### src/rtl/os_receiver_pkg.sv
// Shared ordered-set definitions (os_pkg): type encodings, symbol constants,
// TS header fields and the classification helpers used by Rx and Tx.
package os_pkg;

  typedef enum logic [2:0] {
    OS_TS1     = 3'd0,
    OS_TS2     = 3'd1,
    OS_SDS     = 3'd2,
    OS_CTL_SKP = 3'd3,
    OS_EIOS    = 3'd4,
    OS_EIEOS   = 3'd5,
    OS_UNKNOWN = 3'd7
  } os_type_e;

  typedef enum logic [1:0] {
    ST_IDLE,
    ST_COLLECT,
    ST_REPORT
  } rx_state_e;

  localparam logic [7:0] SYM_COM      = 8'hBC;
  localparam logic [7:0] SYM_PAD      = 8'hF7;
  localparam logic [7:0] SYM_EIOS_LG  = 8'h7C;
  localparam logic [7:0] SYM_SKP_LG   = 8'h1C;
  localparam logic [7:0] SYM_TS1_HG   = 8'h1E;
  localparam logic [7:0] SYM_TS2_HG   = 8'h2D;
  localparam logic [7:0] SYM_TS1_ID   = 8'h4A;
  localparam logic [7:0] SYM_TS2_ID   = 8'h45;
  localparam logic [7:0] SYM_SDS      = 8'hE1;
  localparam logic [7:0] SYM_SDS_BODY = 8'h87;
  localparam logic [7:0] SYM_SKP_HG   = 8'h99;
  localparam logic [7:0] SYM_SKP_END  = 8'h78;
  localparam logic [7:0] SYM_EIEOS_LO = 8'h00;
  localparam logic [7:0] SYM_EIEOS_HI = 8'hFF;

  typedef logic [15:0][7:0] os_syms_t;

  typedef struct packed {
    logic [7:0] link_num;
    logic [7:0] lane_num;
    logic       link_pad;
    logic       lane_pad;
    logic       speed_change;
  } ts_fields_t;

  typedef struct packed {
    os_type_e os_type;
    logic     err;
  } os_class_t;

  function automatic logic is_short_set(logic gen, logic k0, logic [7:0] s0, logic [7:0] s1);
    return !gen && k0 && (s0 == SYM_COM) && ((s1 == SYM_EIOS_LG) || (s1 == SYM_SKP_LG));
  endfunction

  function automatic logic ts_id_ok(os_syms_t s, logic [7:0] id);
    logic ok;
    ok = 1'b1;
    for (int unsigned i = 6; i < 16; i++) if (s[i] != id) ok = 1'b0;
    return ok;
  endfunction

  function automatic os_class_t classify(logic gen, logic k0, os_syms_t s);
    os_class_t c;
    logic      ok;
    c.os_type = OS_UNKNOWN;
    ok        = 1'b0;
    if (!gen) begin
      if (k0 && (s[0] == SYM_COM)) begin
        if (s[1] == SYM_EIOS_LG) begin
          c.os_type = OS_EIOS; ok = 1'b1;
        end else if (s[1] == SYM_SKP_LG) begin
          c.os_type = OS_CTL_SKP; ok = 1'b1;
        end else if (ts_id_ok(s, SYM_TS1_ID)) begin
          c.os_type = OS_TS1; ok = 1'b1;
        end else if (ts_id_ok(s, SYM_TS2_ID)) begin
          c.os_type = OS_TS2; ok = 1'b1;
        end
      end
    end else begin
      case (s[0])
        SYM_TS1_HG: begin c.os_type = OS_TS1; ok = ts_id_ok(s, SYM_TS1_ID); end
        SYM_TS2_HG: begin c.os_type = OS_TS2; ok = ts_id_ok(s, SYM_TS2_ID); end
        SYM_SDS: begin
          c.os_type = OS_SDS; ok = 1'b1;
          for (int unsigned i = 1; i < 16; i++) if (s[i] != SYM_SDS_BODY) ok = 1'b0;
        end
        SYM_SKP_HG: begin
          c.os_type = OS_CTL_SKP;
          ok = (s[12] == SYM_SKP_END) || (s[12] == SYM_SDS);
          for (int unsigned i = 1; i < 12; i++) if (s[i] != SYM_SKP_HG) ok = 1'b0;
        end
        SYM_EIEOS_LO: begin
          c.os_type = OS_EIEOS; ok = 1'b1;
          for (int unsigned i = 0; i < 16; i++)
            if (s[i] != (((i & 4) != 0) ? SYM_EIEOS_HI : SYM_EIEOS_LO)) ok = 1'b0;
        end
        default: ok = 1'b0;
      endcase
    end
    if (!ok) c.os_type = OS_UNKNOWN;
    c.err = !ok;
    return c;
  endfunction

  function automatic ts_fields_t get_ts_fields(os_syms_t s);
    ts_fields_t f;
    f.link_num     = s[1];
    f.lane_num     = s[2];
    f.link_pad     = (s[1] == SYM_PAD);
    f.lane_pad     = (s[2] == SYM_PAD);
    f.speed_change = s[4][0];
    return f;
  endfunction

endpackage

### src/rtl/os_receiver_if.sv
// Symbol-time stream carrying one symbol per lane into the ordered-set receiver.
interface os_receiver_if #(
  parameter int unsigned DATA_WIDTH = 256,
  parameter int unsigned MAX_LANES  = 32
);
  logic [0:DATA_WIDTH-1] i_OS;
  logic [MAX_LANES-1:0]  i_K;
  logic                  i_valid;
  logic                  i_os_start;

  modport master (output i_OS, i_K, i_valid, i_os_start);
  modport slave  (input  i_OS, i_K, i_valid, i_os_start);
endinterface

### src/rtl/os_receiver_consec_counter.sv
// Consecutive-identical-TS counter: compares each valid TS with the previous
// one and keeps a saturating count plus the ">= 8" flag for the LTSSM.
module os_consec_counter
  import os_pkg::*;
#(
  parameter int unsigned CNT_WIDTH = 10
) (
  input  logic                 clk,
  input  logic                 rst,
  input  logic                 cnt_rst,
  input  logic                 ts_ev,
  input  logic                 bad_ev,
  input  os_type_e             ts_type,
  input  ts_fields_t           fields,
  output logic [CNT_WIDTH-1:0] o_consec_cnt,
  output logic                 o_ts_8
);

  logic [CNT_WIDTH-1:0] cnt_q, cnt_d;
  logic                 ts_8_q, ts_8_d;
  os_type_e             prev_type_q, prev_type_d;
  ts_fields_t           prev_q, prev_d;

  // After reset or a clear the count is 0, so a "match" still loads 1.
  always_comb begin
    cnt_d       = cnt_q;
    prev_d      = prev_q;
    prev_type_d = prev_type_q;
    if (ts_ev) begin
      prev_d      = fields;
      prev_type_d = ts_type;
      if ((ts_type == prev_type_q) && (fields == prev_q))
        cnt_d = (cnt_q == '1) ? cnt_q : cnt_q + CNT_WIDTH'(1);
      else
        cnt_d = CNT_WIDTH'(1);
    end else if (bad_ev) begin
      cnt_d = '0;
    end
    if (cnt_rst) cnt_d = '0;
    ts_8_d = (cnt_d >= CNT_WIDTH'(8));
  end

  always_ff @(posedge clk) begin
    if (!rst) begin
      cnt_q       <= '0;
      ts_8_q      <= 1'b0;
      prev_type_q <= OS_TS1;
      prev_q      <= '0;
    end else begin
      cnt_q       <= cnt_d;
      ts_8_q      <= ts_8_d;
      prev_type_q <= prev_type_d;
      prev_q      <= prev_d;
    end
  end

  assign o_consec_cnt = cnt_q;
  assign o_ts_8       = ts_8_q;

endmodule

### src/rtl/os_receiver.sv
// Ordered-set receiver: delimits, classifies and reports 4/16-symbol sets.
// Define OS_RX_LANE_CHECK_EN to require every lane to match lane 0.
module os_receiver
  import os_pkg::*;
#(
  parameter int unsigned DATA_WIDTH     = 256,
  parameter int unsigned MAX_LANES      = 32,
  parameter int unsigned LINK_NUM_WIDTH = 8,
  parameter int unsigned CONFIG_WIDTH   = 3,
  parameter int unsigned CNT_WIDTH      = 10
) (
  input  logic                      clk,
  input  logic                      rst,
  os_receiver_if.slave              os_if,
  input  logic                      gen,
  input  logic                      cnt_rst,
  output logic [CONFIG_WIDTH-1:0]   o_type,
  output logic                      o_os_valid,
  output logic [LINK_NUM_WIDTH-1:0] o_link_num,
  output logic [7:0]                o_lane_num,
  output logic                      o_link_pad,
  output logic                      o_lane_pad,
  output logic                      o_speed_change,
  output logic [CNT_WIDTH-1:0]      o_consec_cnt,
  output logic                      o_ts_8,
  output logic                      o_err
);

  localparam int unsigned NUM_LANES = DATA_WIDTH / 8;

  rx_state_e  state_q, state_d;
  logic [3:0] cnt_q, cnt_d;
  os_syms_t   sym_q, sym_d, sym_next;
  logic       k0_q, k0_d, gen_q, gen_d, lane_bad_q, lane_bad_d;
  os_type_e   type_q, type_d;
  ts_fields_t fields_q, fields_d;
  logic       os_valid_q, os_valid_d, err_q, err_d;
  logic       ts_ev, bad_ev, capture, start, lane_mis, lane_bad_next;
  logic [7:0] cur;
  logic [3:0] last_idx;
  os_class_t  cls;
  logic       unused_lanes;

  assign cur   = os_if.i_OS[0:7];
  assign start = os_if.i_valid && os_if.i_os_start;

  always_comb begin
    lane_mis = 1'b0;
`ifdef OS_RX_LANE_CHECK_EN
    for (int unsigned l = 1; l < NUM_LANES; l++)
      if (os_if.i_OS[l*8 +: 8] != cur) lane_mis = 1'b1;
`endif
  end

`ifdef OS_RX_LANE_CHECK_EN
  assign unused_lanes = ^os_if.i_K[MAX_LANES-1:1];
`else
  assign unused_lanes = ^{os_if.i_OS[8:NUM_LANES*8-1], os_if.i_K[MAX_LANES-1:1]};
`endif

  // Symbols 1-2 carry per-lane link/lane numbers, so they are not cross-checked.
  always_comb begin
    sym_next         = sym_q;
    sym_next[cnt_q]  = cur;
    lane_bad_next    = lane_bad_q || (lane_mis && (cnt_q >= 4'd3));
    last_idx         = is_short_set(gen_q, k0_q, sym_next[0], sym_next[1]) ? 4'd3 : 4'd15;
    cls              = classify(gen_q, k0_q, sym_next);
  end

  always_comb begin
    state_d    = state_q;
    cnt_d      = cnt_q;
    sym_d      = sym_q;
    k0_d       = k0_q;
    gen_d      = gen_q;
    lane_bad_d = lane_bad_q;
    type_d     = type_q;
    fields_d   = fields_q;
    os_valid_d = 1'b0;
    err_d      = 1'b0;
    ts_ev      = 1'b0;
    bad_ev     = 1'b0;
    capture    = 1'b0;
    case (state_q)
      ST_IDLE: capture = start;
      ST_COLLECT: begin
        if (os_if.i_valid) begin
          if (os_if.i_os_start) begin
            // Aborted set counts as errored: pulse o_err, clear the count, restart.
            err_d   = 1'b1;
            bad_ev  = 1'b1;
            capture = 1'b1;
          end else begin
            sym_d      = sym_next;
            lane_bad_d = lane_bad_next;
            cnt_d      = cnt_q + 4'd1;
            if (cnt_q == last_idx) begin
              state_d    = ST_REPORT;
              os_valid_d = 1'b1;
              if (cls.err || lane_bad_next) begin
                type_d = OS_UNKNOWN;
                err_d  = 1'b1;
                bad_ev = 1'b1;
              end else begin
                type_d = cls.os_type;
                if ((cls.os_type == OS_TS1) || (cls.os_type == OS_TS2)) begin
                  fields_d = get_ts_fields(sym_next);
                  ts_ev    = 1'b1;
                end
              end
            end
          end
        end
      end
      ST_REPORT: begin
        state_d = ST_IDLE;
        capture = start;
      end
      default: state_d = ST_IDLE;
    endcase
    if (capture) begin
      state_d    = ST_COLLECT;
      sym_d      = '0;
      sym_d[0]   = cur;
      k0_d       = os_if.i_K[0];
      gen_d      = gen;
      lane_bad_d = lane_mis;
      cnt_d      = 4'd1;
    end
  end

  always_ff @(posedge clk) begin
    if (!rst) begin
      state_q    <= ST_IDLE;
      cnt_q      <= '0;
      sym_q      <= '0;
      k0_q       <= 1'b0;
      gen_q      <= 1'b0;
      lane_bad_q <= 1'b0;
      type_q     <= OS_UNKNOWN;
      fields_q   <= '0;
      os_valid_q <= 1'b0;
      err_q      <= 1'b0;
    end else begin
      state_q    <= state_d;
      cnt_q      <= cnt_d;
      sym_q      <= sym_d;
      k0_q       <= k0_d;
      gen_q      <= gen_d;
      lane_bad_q <= lane_bad_d;
      type_q     <= type_d;
      fields_q   <= fields_d;
      os_valid_q <= os_valid_d;
      err_q      <= err_d;
    end
  end

  os_consec_counter #(.CNT_WIDTH(CNT_WIDTH)) u_consec (
    .clk          (clk),
    .rst          (rst),
    .cnt_rst      (cnt_rst),
    .ts_ev        (ts_ev),
    .bad_ev       (bad_ev),
    .ts_type      (cls.os_type),
    .fields       (get_ts_fields(sym_next)),
    .o_consec_cnt (o_consec_cnt),
    .o_ts_8       (o_ts_8)
  );

  assign o_type         = CONFIG_WIDTH'(type_q);
  assign o_os_valid     = os_valid_q;
  assign o_err          = err_q;
  assign o_link_num     = LINK_NUM_WIDTH'(fields_q.link_num);
  assign o_lane_num     = fields_q.lane_num;
  assign o_link_pad     = fields_q.link_pad;
  assign o_lane_pad     = fields_q.lane_pad;
  assign o_speed_change = fields_q.speed_change;

endmodule

### src/flat_wrapper.sv
// flat-port wrapper written by rule: the top's interface ports become plain ports
module os_receiver_flat import os_pkg::*;
#(
  parameter int unsigned DATA_WIDTH     = 256,
  parameter int unsigned MAX_LANES      = 32,
  parameter int unsigned LINK_NUM_WIDTH = 8,
  parameter int unsigned CONFIG_WIDTH   = 3,
  parameter int unsigned CNT_WIDTH      = 10
)
  (clk, rst, gen, cnt_rst, o_type, o_os_valid, o_link_num, o_lane_num, o_link_pad, o_lane_pad, o_speed_change, o_consec_cnt, o_ts_8, o_err, os_if_i_OS, os_if_i_K, os_if_i_valid, os_if_i_os_start);
  os_receiver_if #(.DATA_WIDTH(DATA_WIDTH), .MAX_LANES(MAX_LANES)) os_if_i ();
  input  logic clk;
  input  logic rst;
  input  logic gen;
  input  logic cnt_rst;
  output logic [CONFIG_WIDTH-1:0] o_type;
  output logic o_os_valid;
  output logic [LINK_NUM_WIDTH-1:0] o_link_num;
  output logic [7:0] o_lane_num;
  output logic o_link_pad;
  output logic o_lane_pad;
  output logic o_speed_change;
  output logic [CNT_WIDTH-1:0] o_consec_cnt;
  output logic o_ts_8;
  output logic o_err;
  input wire logic [$bits(os_if_i.i_OS)-1:0] os_if_i_OS;
  input wire logic [$bits(os_if_i.i_K)-1:0] os_if_i_K;
  input wire logic [$bits(os_if_i.i_valid)-1:0] os_if_i_valid;
  input wire logic [$bits(os_if_i.i_os_start)-1:0] os_if_i_os_start;
  assign os_if_i.i_OS = os_if_i_OS;
  assign os_if_i.i_K = os_if_i_K;
  assign os_if_i.i_valid = os_if_i_valid;
  assign os_if_i.i_os_start = os_if_i_os_start;
  os_receiver #(.DATA_WIDTH(DATA_WIDTH), .MAX_LANES(MAX_LANES), .LINK_NUM_WIDTH(LINK_NUM_WIDTH), .CONFIG_WIDTH(CONFIG_WIDTH), .CNT_WIDTH(CNT_WIDTH)) u_core (.clk(clk), .rst(rst), .os_if(os_if_i), .gen(gen), .cnt_rst(cnt_rst), .o_type(o_type), .o_os_valid(o_os_valid), .o_link_num(o_link_num), .o_lane_num(o_lane_num), .o_link_pad(o_link_pad), .o_lane_pad(o_lane_pad), .o_speed_change(o_speed_change), .o_consec_cnt(o_consec_cnt), .o_ts_8(o_ts_8), .o_err(o_err));
endmodule
### config.mk
export PLATFORM = sky130hd
export DESIGN_NAME = os_receiver_flat
export DESIGN_NICKNAME = d
export VERILOG_FILES = /design/src/rtl/os_receiver_pkg.sv /design/src/rtl/os_receiver_if.sv /design/src/rtl/os_receiver_consec_counter.sv /design/src/rtl/os_receiver.sv /design/src/flat_wrapper.sv
export SDC_FILE = /design/constraint.sdc
export NUM_CORES = 1
export LEC_CHECK = 0
export CAP_MARGIN = 20
export CELL_PAD_IN_SITES_DETAIL_PLACEMENT = 0
export CELL_PAD_IN_SITES_GLOBAL_PLACEMENT = 2
export CORE_ASPECT_RATIO = 0.7
export CORE_MARGIN = 3
export CORE_UTILIZATION = 33
export DETAILED_ROUTE_END_ITERATION = 8
export DONT_BUFFER_PORTS = 1
export PLACE_DENSITY = 0.78
export SLEW_MARGIN = 20
export SYNTH_ARGS = -nofsm -noshare
export SYNTH_HDL_FRONTEND = slang
export SYNTH_HIERARCHICAL = 1
export SYNTH_SLANG_ARGS = --single-unit
### constraint.sdc
create_clock -name clk -period 5.3 [get_ports clk]
set_input_delay 0.795 -clock clk [delete_from_list [all_inputs] [get_ports clk]]
set_output_delay 0.795 -clock clk [all_outputs]
set_load 0.01 [all_outputs]
==> qor.csv, run 1 <==
stage,metric,value,unit
layout,Post-Layout Cell Count,2080,
sta,post-layout min period,5.11,ns
layout,area of the multi-input gates,7560,sq um
setup_path,worst-path fanout max,9,
floorplanning,Initial Utilization,33.6,%
layout,ANT cells,0,
sta,fin worst setup slack,0.189,ns
sta,Max-slew headroom,41.4,%
clocking,CTS hold repair buffers,0,
clocking,CTS Buf Count,17,
placed_design,DP Worst Slack,-0.289,ns
global_routing,pin count of the biggest net entering global routing,70,
sta,Peak Freq,0.196,GHz
yosys,synth top area cells,"dfxtp_1 (33%), mux2i_1 (11%), nand2_1 (7.5%)",
floorplanning,Die Area,37800,sq um
sta,unrepaired setup endpoints after global routing,no,
route,1st-iter DRT viols,1159,
setup_path,CP most frequent cell,buf_4,
yosys,Post-synth EDFFs,0,
power_and_ir_drop,Reg power frac,48.5,%
route,First-pass DRT Iterations,7,
yosys,register area share after synthesis,33.0,%
yosys,#FFs+latches synth,193,
setup_path,FF-to-FF path depth,19,
route,via count,12000,
yosys,area fraction of the dominant cell type after synthesis,33.0,%
yosys,most instantiated cells after synthesis,"nand2_1 (235), dfxtp_1 (193), nor2_1 (147)",
setup_path,Setup crit start,u_core/cnt_q[0],
power_and_ir_drop,Sw Share,27.9,%
setup_path,worst setup path class,register to register,
yosys,unique cell type count in the Yosys netlist,98,
route,WL final,47200,um
layout,layout cell share with drive strength beyond 1,21.3,%
setup_path,CP required,5.66,ns
setup_path,worst reg-to-reg setup slack,0.19,ns
yosys,cell count after synthesis,1482,
sta,Sum Neg Setup Slack,0,ns
placed_design,cell count after placement,2041,
sta,Max Slew Vio Count,0,
sta,worst clock skew,0.0142,ns
global_routing,number of global-route vias before repair,10800,
setup_path,CP Capture Type,register,
placed_design,post-DP HPWL,34500,um
power_and_ir_drop,pwr dens,213,nW/um^2
route,WL/cell,22.7,um
setup_path,r2r startpoint,u_core/cnt_q[0],
setup_path,Startpoint Class,register,
setup_path,Worst Path Arrival,5.47,ns
placed_design,Placer Congestion,0.935,
floorplanning,cell row count,57,
route,DR DRC count,0,
clocking,latest clock arrival within the worst-skew pair,0.47,ns
global_routing,first-pass GRT wire length,69500,um
power_and_ir_drop,NetSw,0.000849,W
layout,Seq. cell area,3870,sq um
floorplanning,Ports,329,
floorplanning,Die X,231,um
layout,nets@finish,1894,
clocking,Sinks on Clock Net,193,
yosys,most numerous cell in the Yosys netlist,nand2_1,
global_routing,initial antenna violation count,0,
yosys,fraction of registers with async set/reset,0,%
clocking,clk slew on worst S/H paths,0.08,ns
sta,Setup Viol. Count Final,0,
yosys,post-synthesis cell area,11700,sq um
setup_path,CP cell instances,ha_1 -> buf_4 -> buf_4 -> or2_2 -> a31oi_1 -> a21oi_1 -> or4b_4 -> or4_4 -> a2111oi_4 -> buf_4 -> a311o_2 -> a21oi_2 -> xor2_1 -> nor4_1 -> nand2_2 -> or3_4 -> a21o_1 -> a21o_1 -> a41oi_2,
floorplanning,core area,34800,sq um
clocking,H-tree levels,4,
route,Post-DRT Antenna Nets,0,
clocking,CTS tree,built,
clocking,clock root cell,clkbuf_16,
sta,count of final hold-check violations,0,
flow_run,maxcap violations,0,
layout,P&R area growth vs syn,22.0,%
setup_path,critical path's largest stage delay,0.59,ns
sta,WHS,0.428,ns
power_and_ir_drop,Int Pwr,0.00219,W
yosys,Mapped Avg Cell Area,7.89,sq um
route,vias per inst,5.76,
power_and_ir_drop,overall power consumption,0.00304,W
outcome,outcome,"finished, final reports clean",
floorplanning,chip height,164,um
sta,period utilization,96.4,%
setup_path,Setup crit end,u_core/u_consec/o_ts_8,
yosys,syn nets,1781,
power_and_ir_drop,part of the total power dissipated in the clock network,43.9,%
placed_design,IO buf count,0,
layout,FILL cells,3578,
global_routing,total gr overflow,0,
yosys,Yosys warning count,6,
power_and_ir_drop,VDD IR max,0.000229,V
global_routing,Tot GR Track Use,24.5,%
yosys,"Top FF cell, synth",dfxtp_1,
setup_path,reg2reg end,u_core/u_consec/o_ts_8,
hold_path,worst hold-check path type,input pin to register,
power_and_ir_drop,combinational share of power,7.7,%
setup_path,CP max-delay cell,or4b_4,
sta,Worst-Margin Slew,0.874,ns
yosys,Synth area leader,dfxtp_1,
clocking,Max clock buf depth,2,
power_and_ir_drop,Static Leak,5.10,nW
-- placed cells by master, fill, tap and decap left out, drive strengths merged, types with 12 or more instances in the layout --
cell | Yosys | layout
a211oi | 44 | 44
a21oi | 108 | 108
a31oi | 13 | 13
and3 | 16 | 16
buf | 41 | 197
clkbuf | 62 | 18
dfxtp | 193 | 193
inv | 32 | 41
mux2 | 18 | 18
mux2i | 124 | 124
nand2 | 236 | 236
nand2b | 18 | 18
nand3 | 22 | 22
nand3b | 12 | 12
nand4 | 34 | 34
nor2 | 148 | 148
nor3 | 31 | 31
nor4 | 35 | 35
o21ai | 59 | 59
or4 | 15 | 15
xor2 | 23 | 23
-- critical path: cells and delay by family, from the launching register on --
kind                     cells  cell delay (ns)
XOR/XNOR                     1             0.16
buffers and inverters        3             0.53
adder cells (fa/ha/maj)      1             0.26
AO/OA/AOI/OAI                8             1.36
AND/OR/NAND/NOR              6             2.33
flip-flops                   1             0.35
-- cell type report --
cell class,count,share of cell area (%)
multi-input cells,1153,53.0
flip-flops and latches,193,27.1
repair buffers,197,10.7
well taps,472,4.14
clock buffers,18,3.01
clock inverters,14,1.12
inverters,33,0.868
-- logic make-up after synthesis --
kind of cell             count (synthesis)  share of synthesized area, %
flip-flops                             193                          33.0
buffers and inverters                  136                          5.33
XOR/XNOR                                24                          1.80
multiplexers                           142                          12.3
AND/OR/NAND/NOR                        661                          29.0
adder cells (fa/ha/maj)                  5                         0.535
AO/OA/AOI/OAI                          321                          18.0
-- metal layers --
metal  global-route usage [%]  routed length [um]  vias up  part of all wire [%]
li1                         -                   -     5614                     -
met1                     37.9               23700     5819                    50
met2                     32.4               18000      499                    38
met3                     7.86                4780       46                    10
met4                     4.67                 697        0                   1.5
met5                        0                   0        -                     0
-- registers in the layout (all words and copies together), names as in the netlist --
register,flops
u_core/sym_q,128
u_core/u_consec/prev_q,19
u_core/u_consec/o_consec_cnt,10
u_core/o_lane_num,8
u_core/o_link_num,8
u_core/cnt_q,4
u_core/o_type,3
u_core/u_consec/prev_type_q,3
u_core/state_q,2
u_core/gen_q,1
u_core/k0_q,1
u_core/o_err,1
u_core/o_lane_pad,1
u_core/o_link_pad,1
u_core/o_os_valid,1
u_core/o_speed_change,1
u_core/u_consec/o_ts_8,1
-- per-stage QoR --
stage                     util [%]  area (sq um)
final                         41.0         14300
after CTS                     40.0         13900
after floorplan                  -         11700
after global placement        38.1         13300
after global routing          41.0         14300
after detailed placement      38.1         13300
-- power by group through the flow --
stage	logic, W	registers (W)	clock network, W
2_1_floorplan	0.000149	0.00150	0
3_3_place_gp	0.000208	0.00150	0
3_5_place_dp	0.000210	0.00151	0
4_1_cts	0.000215	0.00147	0.00136
5_1_grt	0.000250	0.00147	0.00141
6_report	0.000233	0.00147	0.00133
-- how the worst min path moves through the flow --
stage / from / endpoint / slack (ns) / depth (start not counted)
floorplan: u_core/sym_q[91] / u_core/sym_q[91] / 0.43 / 2
CTS: os_if_i_valid / u_core/state_q[0] / 0.40 / 1
finish: os_if_i_valid / u_core/state_q[0] / 0.43 / 1
global placement: u_core/sym_q[91] / u_core/sym_q[91] / 0.44 / 2
detailed placement: u_core/sym_q[91] / u_core/sym_q[91] / 0.45 / 2
global route: os_if_i_valid / u_core/state_q[0] / 0.41 / 1
-- what timing repair did --
item / in CTS / in global routing
endpoints found under the setup margin: 5 / 9
pin swaps: 3 / 21
setup buffers: 1 / 6
resized for setup: 15 / 64
Power figures use the tool's default switching activity.
==> run 2, diff against run 1 <==
CAP_MARGIN = 10   (was 20)
==> results of run 2 <==
Final layout, timing and power as in run 1 (identical DEF).
==> run 3, diff against run 2 <==
PLACE_DENSITY = default   (was 0.78)
PLACE_DENSITY_LB_ADDON = 0.1   (was default)
==> qor.csv, run 3 (synthesis results as in run 1) <==
stage,metric,value,unit
outcome,outcome,"finished, final reports clean",
setup_path,CP max-delay cell,or4_4,
floorplanning,Initial Utilization,33.6,%
sta,Max-slew headroom,37.6,%
layout,"Design Area, Final",14600,sq um
route,DR DRC count,0,
layout,final core occ,41.8,%
clocking,CTS tree,built,
setup_path,critical path's largest stage delay,0.54,ns
sta,worst clock skew,0.0179,ns
sta,post-layout min period,5.12,ns
route,1st-iter DRT viols,1246,
setup_path,CP required,5.67,ns
placed_design,post-DP HPWL,35400,um
clocking,CTS Buf Count,17,
layout,P&R area growth vs syn,24.4,%
global_routing,pin count of the biggest net entering global routing,71,
sta,WHS,0.438,ns
floorplanning,chip height,164,um
global_routing,first-pass GRT wire length,72300,um
setup_path,worst setup path class,register to register,
power_and_ir_drop,pwr dens,216,nW/um^2
hold_path,Hold Path Sink,u_core/state_q[0],
placed_design,IO buf count,0,
floorplanning,core area,34800,sq um
sta,Sum Neg Setup Slack,0,ns
layout,ANT cells,0,
floorplanning,Die Area,37800,sq um
setup_path,FF-to-FF path depth,20,
setup_path,r2r startpoint,u_core/cnt_q[1],
global_routing,Tot GR Track Use,25.6,%
setup_path,Setup crit start,u_core/cnt_q[1],
sta,Peak Freq,0.195,GHz
hold_path,hold_sp,os_if_i_valid,
route,vias per inst,5.63,
setup_path,worst-path fanout max,5,
setup_path,CP cell instances,inv_4 -> ha_1 -> and3_1 -> mux2i_1 -> nor4_1 -> buf_4 -> or4b_4 -> or4_4 -> a2111oi_4 -> a311oi_2 -> o21ai_2 -> nand2_2 -> xor2_2 -> nor2_2 -> nand4_4 -> or3_4 -> a211oi_4 -> a211oi_2 -> buf_4 -> a41oi_2,
clocking,Max clock buf depth,2,
route,via count,12000,
flow_run,maxcap violations,0,
placed_design,Placer Congestion,0.928,
setup_path,CP most frequent cell,buf_4,
setup_path,Worst Path Arrival,5.49,ns
placed_design,Area after DPL,13500,sq um
clocking,clock root cell,clkbuf_16,
sta,count of final hold-check violations,0,
layout,"commonest cells after routing, fill and taps aside","buf_4 (234), nand2_1 (233), dfxtp_1 (189)",
clocking,CTS hold repair buffers,0,
setup_path,CP Capture Type,register,
layout,layout cell share with drive strength beyond 1,23.0,%
power_and_ir_drop,VDD IR max,0.000210,V
setup_path,Buf/Inv on CP,3,
layout,nets@finish,1938,
sta,Worst-Margin Slew,0.937,ns
layout,area of the multi-input gates,7460,sq um
clocking,H-tree levels,4,
global_routing,total gr overflow,0,
sta,Max Slew Vio Count,0,
route,First-pass DRT Iterations,5,
clocking,Sinks on Clock Net,193,
setup_path,Startpoint Class,register,
layout,"commonest non-fill, non-tap cell in the layout",buf_4,
clocking,latest clock arrival within the worst-skew pair,0.47,ns
layout,Largest register FFs,128,
route,WL/cell,22.9,um
layout,Seq. cell area,3870,sq um
setup_path,Crit path max-delay family,simple AND/OR/NAND/NOR gates,
floorplanning,Die X,231,um
sta,Setup Viol. Count Final,0,
floorplanning,cell row count,57,
setup_path,reg2reg end,u_core/u_consec/o_ts_8,
global_routing,number of global-route vias before repair,11000,
hold_path,WHS Path Cells,1,
sta,unrepaired setup endpoints after global routing,yes,
layout,FILL cells,3691,
clocking,clk slew on worst S/H paths,0.07,ns
setup_path,Stages on worst setup path,20,
global_routing,initial antenna violation count,0,
sta,period utilization,96.6,%
route,WL final,48500,um
layout,Top reg by flops,u_core/sym_q,
route,Post-DRT Antenna Nets,0,
setup_path,worst reg-to-reg setup slack,0.18,ns
hold_path,worst hold-check path type,input pin to register,
floorplanning,Ports,329,
power_and_ir_drop,Static Leak,5.30,nW
## run 3: area by class of cell
class                           instances  share of cell area [%]
Multi-Input combinational cell       1153                    51.2
Clock inverter                         15                    1.53
Timing Repair Buffer                  241                    12.8
Tap cell                              472                    4.06
Inverter                               33                   0.885
Clock buffer                           17                    2.92
Sequential cell                       193                    26.6
## run 3: what timing repair did
action                     4_1_cts  5_1_grt
cloned                           0        0
setup buffers                    6       10
resized for setup               15       45
pin swaps                        5       17
setup endpoints to repair        7        8
## run 3: worst max path at each step
stage	end
4_1_cts	u_core/u_consec/o_ts_8
3_5_place_dp	u_core/u_consec/o_ts_8
6_report	u_core/u_consec/o_ts_8
2_1_floorplan	u_core/u_consec/o_ts_8
5_1_grt	u_core/u_consec/o_ts_8
3_3_place_gp	u_core/u_consec/o_ts_8
## run 3: through the flow
stage	std cells	power [W]	worst slack (ns)
after global placement	2076	0.00172	-0.232
after floorplan	1482	0.00165	0.304
after CTS	2114	0.00317	0.00318
final	2124	0.00314	0.179
after detailed placement	2076	0.00172	-0.266
after global routing	2124	0.00326	-0.0619
## run 3: report_power, final
part / switching, W / leakage (nW) / internal, W
clock: 0.000728 / 0.312 / 0.000701
combinational: 0.000141 / 3.43 / 0.0000981
sequential: 0.0000111 / 1.56 / 0.00146
total: 0.000880 / 5.30 / 0.00226
## run 3: layer usage
layer	GRT usage [%]	vias up	routed length [um]
met1	40.0	5797	24900
li1	-	5703	-
met4	5.12	0	587
met5	0	-	0
met2	35.3	418	19200
met3	5.40	38	3940
